==> src/rtl/btn_pkg.sv <==
// Shared definitions for the push-button conditioner: channel indices, default timing, counter sizing.
// Used by btn_channel and button_conditioner; optional auto-repeat is enabled with BTN_REPEAT_EN.
package btn_pkg;

    localparam int BTN_IDX_U = 0;
    localparam int BTN_IDX_D = 1;

    // 10 ms debounce, 500 ms first repeat, 100 ms repeat spacing at 100 MHz
    localparam int DEBOUNCE_CYCLES = 1000000;
    localparam int REPEAT_DELAY    = 50000000;
    localparam int REPEAT_PERIOD   = 10000000;

    // Bits needed for a counter that must reach the value 'cycles'
    function automatic int cnt_width(input int cycles);
        return (cycles < 1) ? 1 : $clog2(cycles + 1);
    endfunction

endpackage

==> src/rtl/btn_channel.sv <==
// One button path: 2-flop synchroniser, debounce filter, press pulse and sticky flag.
// Macro BTN_REPEAT_EN adds a hold counter that re-fires the press pulse while the button stays down.
module btn_channel #(
    parameter int DEBOUNCE_CYCLES = btn_pkg::DEBOUNCE_CYCLES,
    parameter int REPEAT_DELAY    = btn_pkg::REPEAT_DELAY,
    parameter int REPEAT_PERIOD   = btn_pkg::REPEAT_PERIOD
) (
    input  logic clk,
    input  logic reset,
    input  logic raw,
    input  logic sticky_clr,
    output logic level,
    output logic press,
    output logic sticky
);
    import btn_pkg::*;

    localparam int CNT_W = cnt_width(DEBOUNCE_CYCLES);
    localparam logic [CNT_W-1:0] CNT_LAST = CNT_W'(DEBOUNCE_CYCLES - 1);

    logic             meta_reg;
    logic             sync_reg;
    logic             stable_reg;
    logic             stable_next;
    logic [CNT_W-1:0] cnt_reg;
    logic [CNT_W-1:0] cnt_next;
    logic             press_reg;
    logic             press_next;
    logic             sticky_reg;
    logic             sticky_next;
    logic             rise;

    // Any sample that agrees with the accepted level restarts the stability count
    always_comb begin
        stable_next = stable_reg;
        cnt_next    = '0;
        if (sync_reg != stable_reg) begin
            if (cnt_reg == CNT_LAST) begin
                stable_next = sync_reg;
            end else begin
                cnt_next = cnt_reg + 1'b1;
            end
        end
    end

    assign rise = stable_next & ~stable_reg;

`ifdef BTN_REPEAT_EN
    localparam int HOLD_MAX = (REPEAT_DELAY > REPEAT_PERIOD) ? REPEAT_DELAY : REPEAT_PERIOD;
    localparam int HOLD_W   = cnt_width(HOLD_MAX);
    localparam logic [HOLD_W-1:0] HOLD_FIRST = HOLD_W'(REPEAT_DELAY);
    localparam logic [HOLD_W-1:0] HOLD_NEXT  = HOLD_W'(REPEAT_PERIOD);

    logic [HOLD_W-1:0] hold_reg;
    logic [HOLD_W-1:0] hold_next;
    logic [HOLD_W-1:0] hold_inc;
    logic              repeating_reg;
    logic              repeating_next;
    logic              repeat_hit;

    // Counter restarts at each repeat; the target switches from the first delay to the period
    always_comb begin
        hold_inc       = hold_reg + 1'b1;
        hold_next      = '0;
        repeating_next = 1'b0;
        repeat_hit     = 1'b0;
        if (stable_reg && stable_next) begin
            repeating_next = repeating_reg;
            hold_next      = hold_inc;
            if (hold_inc == (repeating_reg ? HOLD_NEXT : HOLD_FIRST)) begin
                repeat_hit     = 1'b1;
                hold_next      = '0;
                repeating_next = 1'b1;
            end
        end
    end

    always_ff @(posedge clk) begin
        if (reset) begin
            hold_reg      <= '0;
            repeating_reg <= 1'b0;
        end else begin
            hold_reg      <= hold_next;
            repeating_reg <= repeating_next;
        end
    end

    assign press_next = rise | repeat_hit;
`else
    assign press_next = rise;
`endif

    // Set beats clear when a press and a clear arrive together
    assign sticky_next = (sticky_reg & ~sticky_clr) | press_reg;

    always_ff @(posedge clk) begin
        if (reset) begin
            meta_reg   <= 1'b0;
            sync_reg   <= 1'b0;
            stable_reg <= 1'b0;
            cnt_reg    <= '0;
            press_reg  <= 1'b0;
            sticky_reg <= 1'b0;
        end else begin
            meta_reg   <= raw;
            sync_reg   <= meta_reg;
            stable_reg <= stable_next;
            cnt_reg    <= cnt_next;
            press_reg  <= press_next;
            sticky_reg <= sticky_next;
        end
    end

    assign level  = stable_reg;
    assign press  = press_reg;
    assign sticky = sticky_reg;

endmodule

==> src/rtl/button_conditioner.sv <==
// Push-button front end for the MMIO register file: N_BTN independent btn_channel instances.
// Define BTN_REPEAT_EN to enable auto-repeat press pulses on held buttons.
module button_conditioner #(
    parameter int N_BTN           = 2,
    parameter int DEBOUNCE_CYCLES = btn_pkg::DEBOUNCE_CYCLES,
    parameter int REPEAT_DELAY    = btn_pkg::REPEAT_DELAY,
    parameter int REPEAT_PERIOD   = btn_pkg::REPEAT_PERIOD
) (
    input  logic             clk,
    input  logic             reset,
    input  logic [N_BTN-1:0] btn_raw,
    input  logic [N_BTN-1:0] sticky_clr,
    output logic [N_BTN-1:0] btn_level,
    output logic [N_BTN-1:0] btn_press,
    output logic [N_BTN-1:0] btn_sticky
);

    generate
        for (genvar gi = 0; gi < N_BTN; gi++) begin : g_chan
            btn_channel #(
                .DEBOUNCE_CYCLES(DEBOUNCE_CYCLES),
                .REPEAT_DELAY   (REPEAT_DELAY),
                .REPEAT_PERIOD  (REPEAT_PERIOD)
            ) u_chan (
                .clk       (clk),
                .reset     (reset),
                .raw       (btn_raw[gi]),
                .sticky_clr(sticky_clr[gi]),
                .level     (btn_level[gi]),
                .press     (btn_press[gi]),
                .sticky    (btn_sticky[gi])
            );
        end
    endgenerate

endmodule

==> config.mk <==
export PLATFORM = sky130hd
export DESIGN_NAME = button_conditioner
export DESIGN_NICKNAME = d
export VERILOG_FILES = /design/src/rtl/btn_pkg.sv /design/src/rtl/btn_channel.sv /design/src/rtl/button_conditioner.sv
export SDC_FILE = /design/constraint.sdc
export NUM_CORES = 1
export LEC_CHECK = 0
export CORE_MARGIN = 4
export CORE_UTILIZATION = 48
export CTS_BUF_LIST = sky130_fd_sc_hd__clkbuf_16
export DETAILED_ROUTE_END_ITERATION = 6
export DONT_BUFFER_PORTS = 1
export PLACE_DENSITY = 0.69
export SETUP_SLACK_MARGIN = 0.5
export SLEW_MARGIN = 10
export SYNTH_ARGS = -nofsm -noshare
export SYNTH_HDL_FRONTEND = slang
export SYNTH_HIERARCHICAL = 1
export SYNTH_SLANG_ARGS = --single-unit
export TNS_END_PERCENT = 30
==> constraint.sdc <==
create_clock -name clk -period 2.5 [get_ports clk]
set_clock_uncertainty 0.2 [all_clocks]
set_input_delay 0.75 -clock clk [delete_from_list [all_inputs] [get_ports clk]]
set_output_delay 0.75 -clock clk [all_outputs]
set_load 0.005 [all_outputs]
# After elaboration in Yosys (flattened, before gate mapping)
# Cells that the tools add are included.
# word_totals
inputBits	6
word_cells	36
output_inout_bits	6
reg_bits	50
# classes
eq_ne	4
n_reduce_logical	2
muxes	4
bitwise_logic	12
n_addsub	2
# ops
cell	n
$add A20 B1 Y20 const B	2
$eq A20 B20 Y1 const B	2
$not A1 Y1	6
$reduce_or A3 Y1	2
$and A1 B1 Y1	4
$mux W1	4
$ne A1 B1 Y1	2
$or A1 B1 Y1	2

# Longest topological paths before layout
# logic_depth
ltp_word	4
ltp_mapped	7

# Hierarchy
# Netlist, hierarchy kept.
# by_module_without_submodules
module	cells_per_inst	n_inst	seq_area_each_um2	area_each_um2
btn_channel	123	2	500.5	1144.8

# Least setup slack after synthesis
# Ideal clock, no wire load.
# synth_timing
path_type	register to register
start	register g_chan[0].u_chan.cnt_reg[0]
end	register g_chan[0].u_chan.cnt_reg[14]
path_buffers	2
setup_time_ns	0.115
stages_incl_launch_ff	8
slack_ns	0.647
period_less_slack_ns	1.853
t_arrival_ns	1.538
t_required_ns	2.185
path_cell_list	dfxtp_1 ha_1 nand3_4 or2_1 buf_6 o21ai_2 buf_6 nor2_1
# synth_via
elab_chain_len	2
elab_cells_between_ends	3
# synth_lines
element	line_no	text
start, declared	btn_channel.sv:25	logic [CNT_W-1:0] cnt_reg;
start signal, assigned	btn_channel.sv:108	cnt_reg <= cnt_next;
branches (longest 2 deep; another with $add A20 B1 Y20)	--	
# Several ways; the timed one is not identified.
# A chain may end at the register's enable or synchronous reset.

# Worst setup path after layout
# layout_timing
start	register g_chan[1].u_chan.cnt_reg[0]
end	register g_chan[1].u_chan.press_reg
# layout_via
elab_chain_len	4
# layout_lines
element	line_no	text
start, declared	btn_channel.sv:25	
start signal, assigned	btn_channel.sv:108	
$eq A20 B20 Y1	btn_channel.sv:38	if (cnt_reg == CNT_LAST) begin
$mux W1	btn_channel.sv:38	
$mux W1	btn_channel.sv:37	if (sync_reg != stable_reg) begin
$and A1 B1 Y1	btn_channel.sv:46	assign rise = stable_next & ~stable_reg;
end signal, assigned	btn_channel.sv:109	press_reg <= press_next;
end, declared	btn_channel.sv:27	logic press_reg;
# Every way passes these cells.

==> impl_metrics.py <==
metrics = {
    "status": {
        "status": "finished, final reports clean",
    },
    "cts": {
        "cts_sinks": 50,
        "cts.path.max_buffers": 2,
        "tritoncts": "yes",
        "clk_pin_slew_ps": 60,
        "cts_buffers": 5,
        "hold_buffers": 0,
        "root_buffer": "clkbuf_16",
        "htree_levels": 2,
        "worstSkewPairLatency_ps": 290,
    },
    "route": {
        "route.vias.total": 1659,
        "drt_iter0_drc": 66,
        "detail-route-antenna-nets": 0,
        "wl_per_cell_um": 12.4,
        "viasPerCell": 5.42,
        "wl_mm": 3.78,
        "first_pass_iters": 4,
        "drc": 0,
    },
    "final_layout": {
        "diodes": 0,
        "largest_register_ffs": 40,
        "drive_gt1_share_pct": 12.2,
        "area.growth.synth_to_final_pct": 9.73,
        "fin_cells": 306,
        "nFillCells": 409,
        "finalNetCount": 261,
        "post-route-cell-area_um2": 2510,
    },
    "run": {
        "maxCapViolations": 0,
    },
    "critical_path": {
        "crit_fanout": 8,
        "cp.required_ps": 2500,
        "cp.arrival_ps": 1930,
        "cp_slowest_cell": "or3_4",
        "worstSetupPathType": "flop to flop",
        "crit_path_end_kind": "flop",
        "cp_top_family": "simple AND/OR/NAND/NOR gates",
        "path_buf_inv": 0,
        "max_stage_delay_ps": 410,
        "crit_chain": "ha_1 > nand3_4 > or2_1 > or3_4 > nor4_4",
        "start_kind": "flop",
    },
    "global_routing": {
        "grt_pass1_wl_mm": 6.72,
        "antenna_found_initial": 0,
        "grt_max_degree": 18,
        "grt_usage_pct": 13.9,
        "grt_pass1_vias": 1504,
        "grt_overflow_total": 0,
    },
    "yosys": {
        "syn_area_um2": 2290,
        "syn_nets": 254,
        "seq_area_frac_synth_pct": 43.7,
        "synth_cells": 246,
        "synth.distinct_cells": 29,
        "synth-compound-area-share_pct": 5.46,
        "avgSynthCellArea_um2": 9.31,
        "synth_warnings": 6,
        "synthMuxAreaShare_pct": 0.874,
        "synthXorXnorAreaFrac_pct": 12.2,
        "synth_top_family_by_area": "simple AND/OR/NAND/NOR gates",
        "synthSimpleGateAreaFrac_pct": 32.7,
        "synthAdderAreaFrac_pct": 1.09,
        "ys_seq_elements": 50,
    },
    "placed_design": {
        "dp_hpwl_mm": 2.55,
        "dp_cells": 296,
        "place_congestion": 0.754,
        "port_buffers": 0,
        "place_area_um2": 2320,
        "pre_cts_ws_ps": 569,
    },
    "sta": {
        "slew_viol_final": 0,
        "relSlewSlack_pct": 69.6,
        "fin_crit_sh_pct": 77.0,
        "setup_viol": 0,
        "fin_tns_setup_ps": 0,
        "timing.final.ws_setup_ps": 575,
        "whs_ps": 244,
        "finalCriticalPeriod_ps": 1930,
        "max_freq_mhz": 519,
        "hold_violations": 0,
        "tightestPinTransition_ps": 452,
        "rsz0062_at_grt": "false",
    },
    "floorplan": {
        "coreArea_um2": 4470,
        "num_io_pins": 12,
        "dieArea_um2": 5940,
        "start_util_pct": 51.2,
        "die_h_um": 77.1,
        "rows": 24,
        "die_w_um": 77.1,
    },
    "hold_path": {
        "min_path_type": "flop to flop",
    },
    "power": {
        "p_leak_nw": 0.707,
        "ir_drop_mv": 0.300,
        "power.density_nw_per_um2": 626,
    },
}
final cells by class:
| class | count | area [um^2] | share of cell area (%) |
|---|---|---|---|
| multi-input cells | 180 | 1200 | 47.8 |
| repair buffers | 4 | 30.0 | 1.20 |
| clock inverters | 3 | 45.0 | 1.79 |
| well taps | 52 | 65.1 | 2.59 |
| inverters | 12 | 45.0 | 1.79 |
| flip-flops and latches | 50 | 1000 | 39.8 |
| clock buffers | 5 | 125 | 4.98 |
what timing repair did:
action / 4_1_cts / 5_1_grt
endpoints found under the setup margin: 0 / 17
gates resized for setup: 0 / 1
setup buffers: 0 / 2
per-stage QoR:
stage | utilization [%] | power [mW]
after floorplan | - | 0.832
after global placement | 52.0 | 0.835
after detailed placement | 52.0 | 0.835
after CTS | 55.8 | 1.60
after global routing | 56.2 | 1.63
final | 56.2 | 1.57
worst reg2reg max path, stage by stage, from the launching register on:
cell and delay (ps):
dfxtp_1 370, ha_1 240, nand3_4 140, or2_1 370
or3_4 410, nor4_4 120
cell usage after synthesis, drive strengths merged:
| cell | count | share of area (%) |
|---|---|---|
| xnor2 | 28 | 11 |
| inv | 12 | 2.0 |
| or2 | 2 | 0.55 |
| mux2i | 2 | 0.87 |
| nand3 | 10 | 3.3 |
| nand2 | 12 | 2.0 |
| nand4 | 10 | 3.3 |
| a211oi | 2 | 0.66 |
| nor3b | 2 | 0.66 |
| nor2 | 50 | 8.2 |
| and3 | 4 | 1.1 |
| or3 | 2 | 0.98 |
| o41ai | 2 | 0.77 |
| nor4 | 14 | 6.2 |
| xor2 | 4 | 1.5 |
| nor3 | 10 | 2.2 |
| nor2b | 6 | 1.6 |
| o221ai | 4 | 1.5 |
| buf | 4 | 2.0 |
| ha | 2 | 1.1 |
| a21oi | 4 | 0.87 |
| nor4b | 4 | 2.6 |
| dfxtp | 50 | 44 |
| o21ai | 6 | 1.6 |
cells by family after synthesis:
kind of cell	Yosys count
xor gates and xnor gates	32
muxes	2
adders and majority gates	2
and+or+nand+nor	126
DFF	50
buffers and inverters	16
AOI/OAI and AO/OA	18
power by group:
part / internal, mW / switching [mW]
registers: 0.800 / 0.00210
logic: 0.00549 / 0.00864
clock network: 0.471 / 0.285
total: 1.28 / 0.296
cells in the final DEF (no fill, tap or decap), types with 4 or more instances in the layout:
cell and n:
nor2b_1 6, nand4_1 8, xor2_1 4, xnor2_1 28
nor4_1 8, nor2_1 50, o21ai_0 4, nand3_1 8
nor3_1 10, nor4b_2 4, and3_1 4, inv_1 12
buf_4 4, nor4_2 4, o221ai_1 4, dfxtp_1 50
clkbuf_16 5, a21oi_1 4, nand2_1 12
metal layers:
metal	vias up	part of all wire (%)	track usage (%)	routed length (um)
li1	868	-	-	-
met1	748	50	17.7	1900
met2	34	43	21.0	1620
met3	9	4.6	4.68	174
met4	0	2.3	6.76	86
met5	-	0	0	0
final timing paths:
kind,startpoint,endpoint,slack [ps],cells after the start
hold / removal,g_chan[0].u_chan/meta_reg,g_chan[0].u_chan/sync_reg,240,1
hold reg to reg,g_chan[0].u_chan/meta_reg,g_chan[0].u_chan/sync_reg,240,1
setup / recovery,g_chan[1].u_chan/cnt_reg[0],g_chan[1].u_chan/press,570,5
setup reg to reg,g_chan[1].u_chan/cnt_reg[0],g_chan[1].u_chan/press,570,5
No activity file was read; power rests on OpenSTA's default activity.
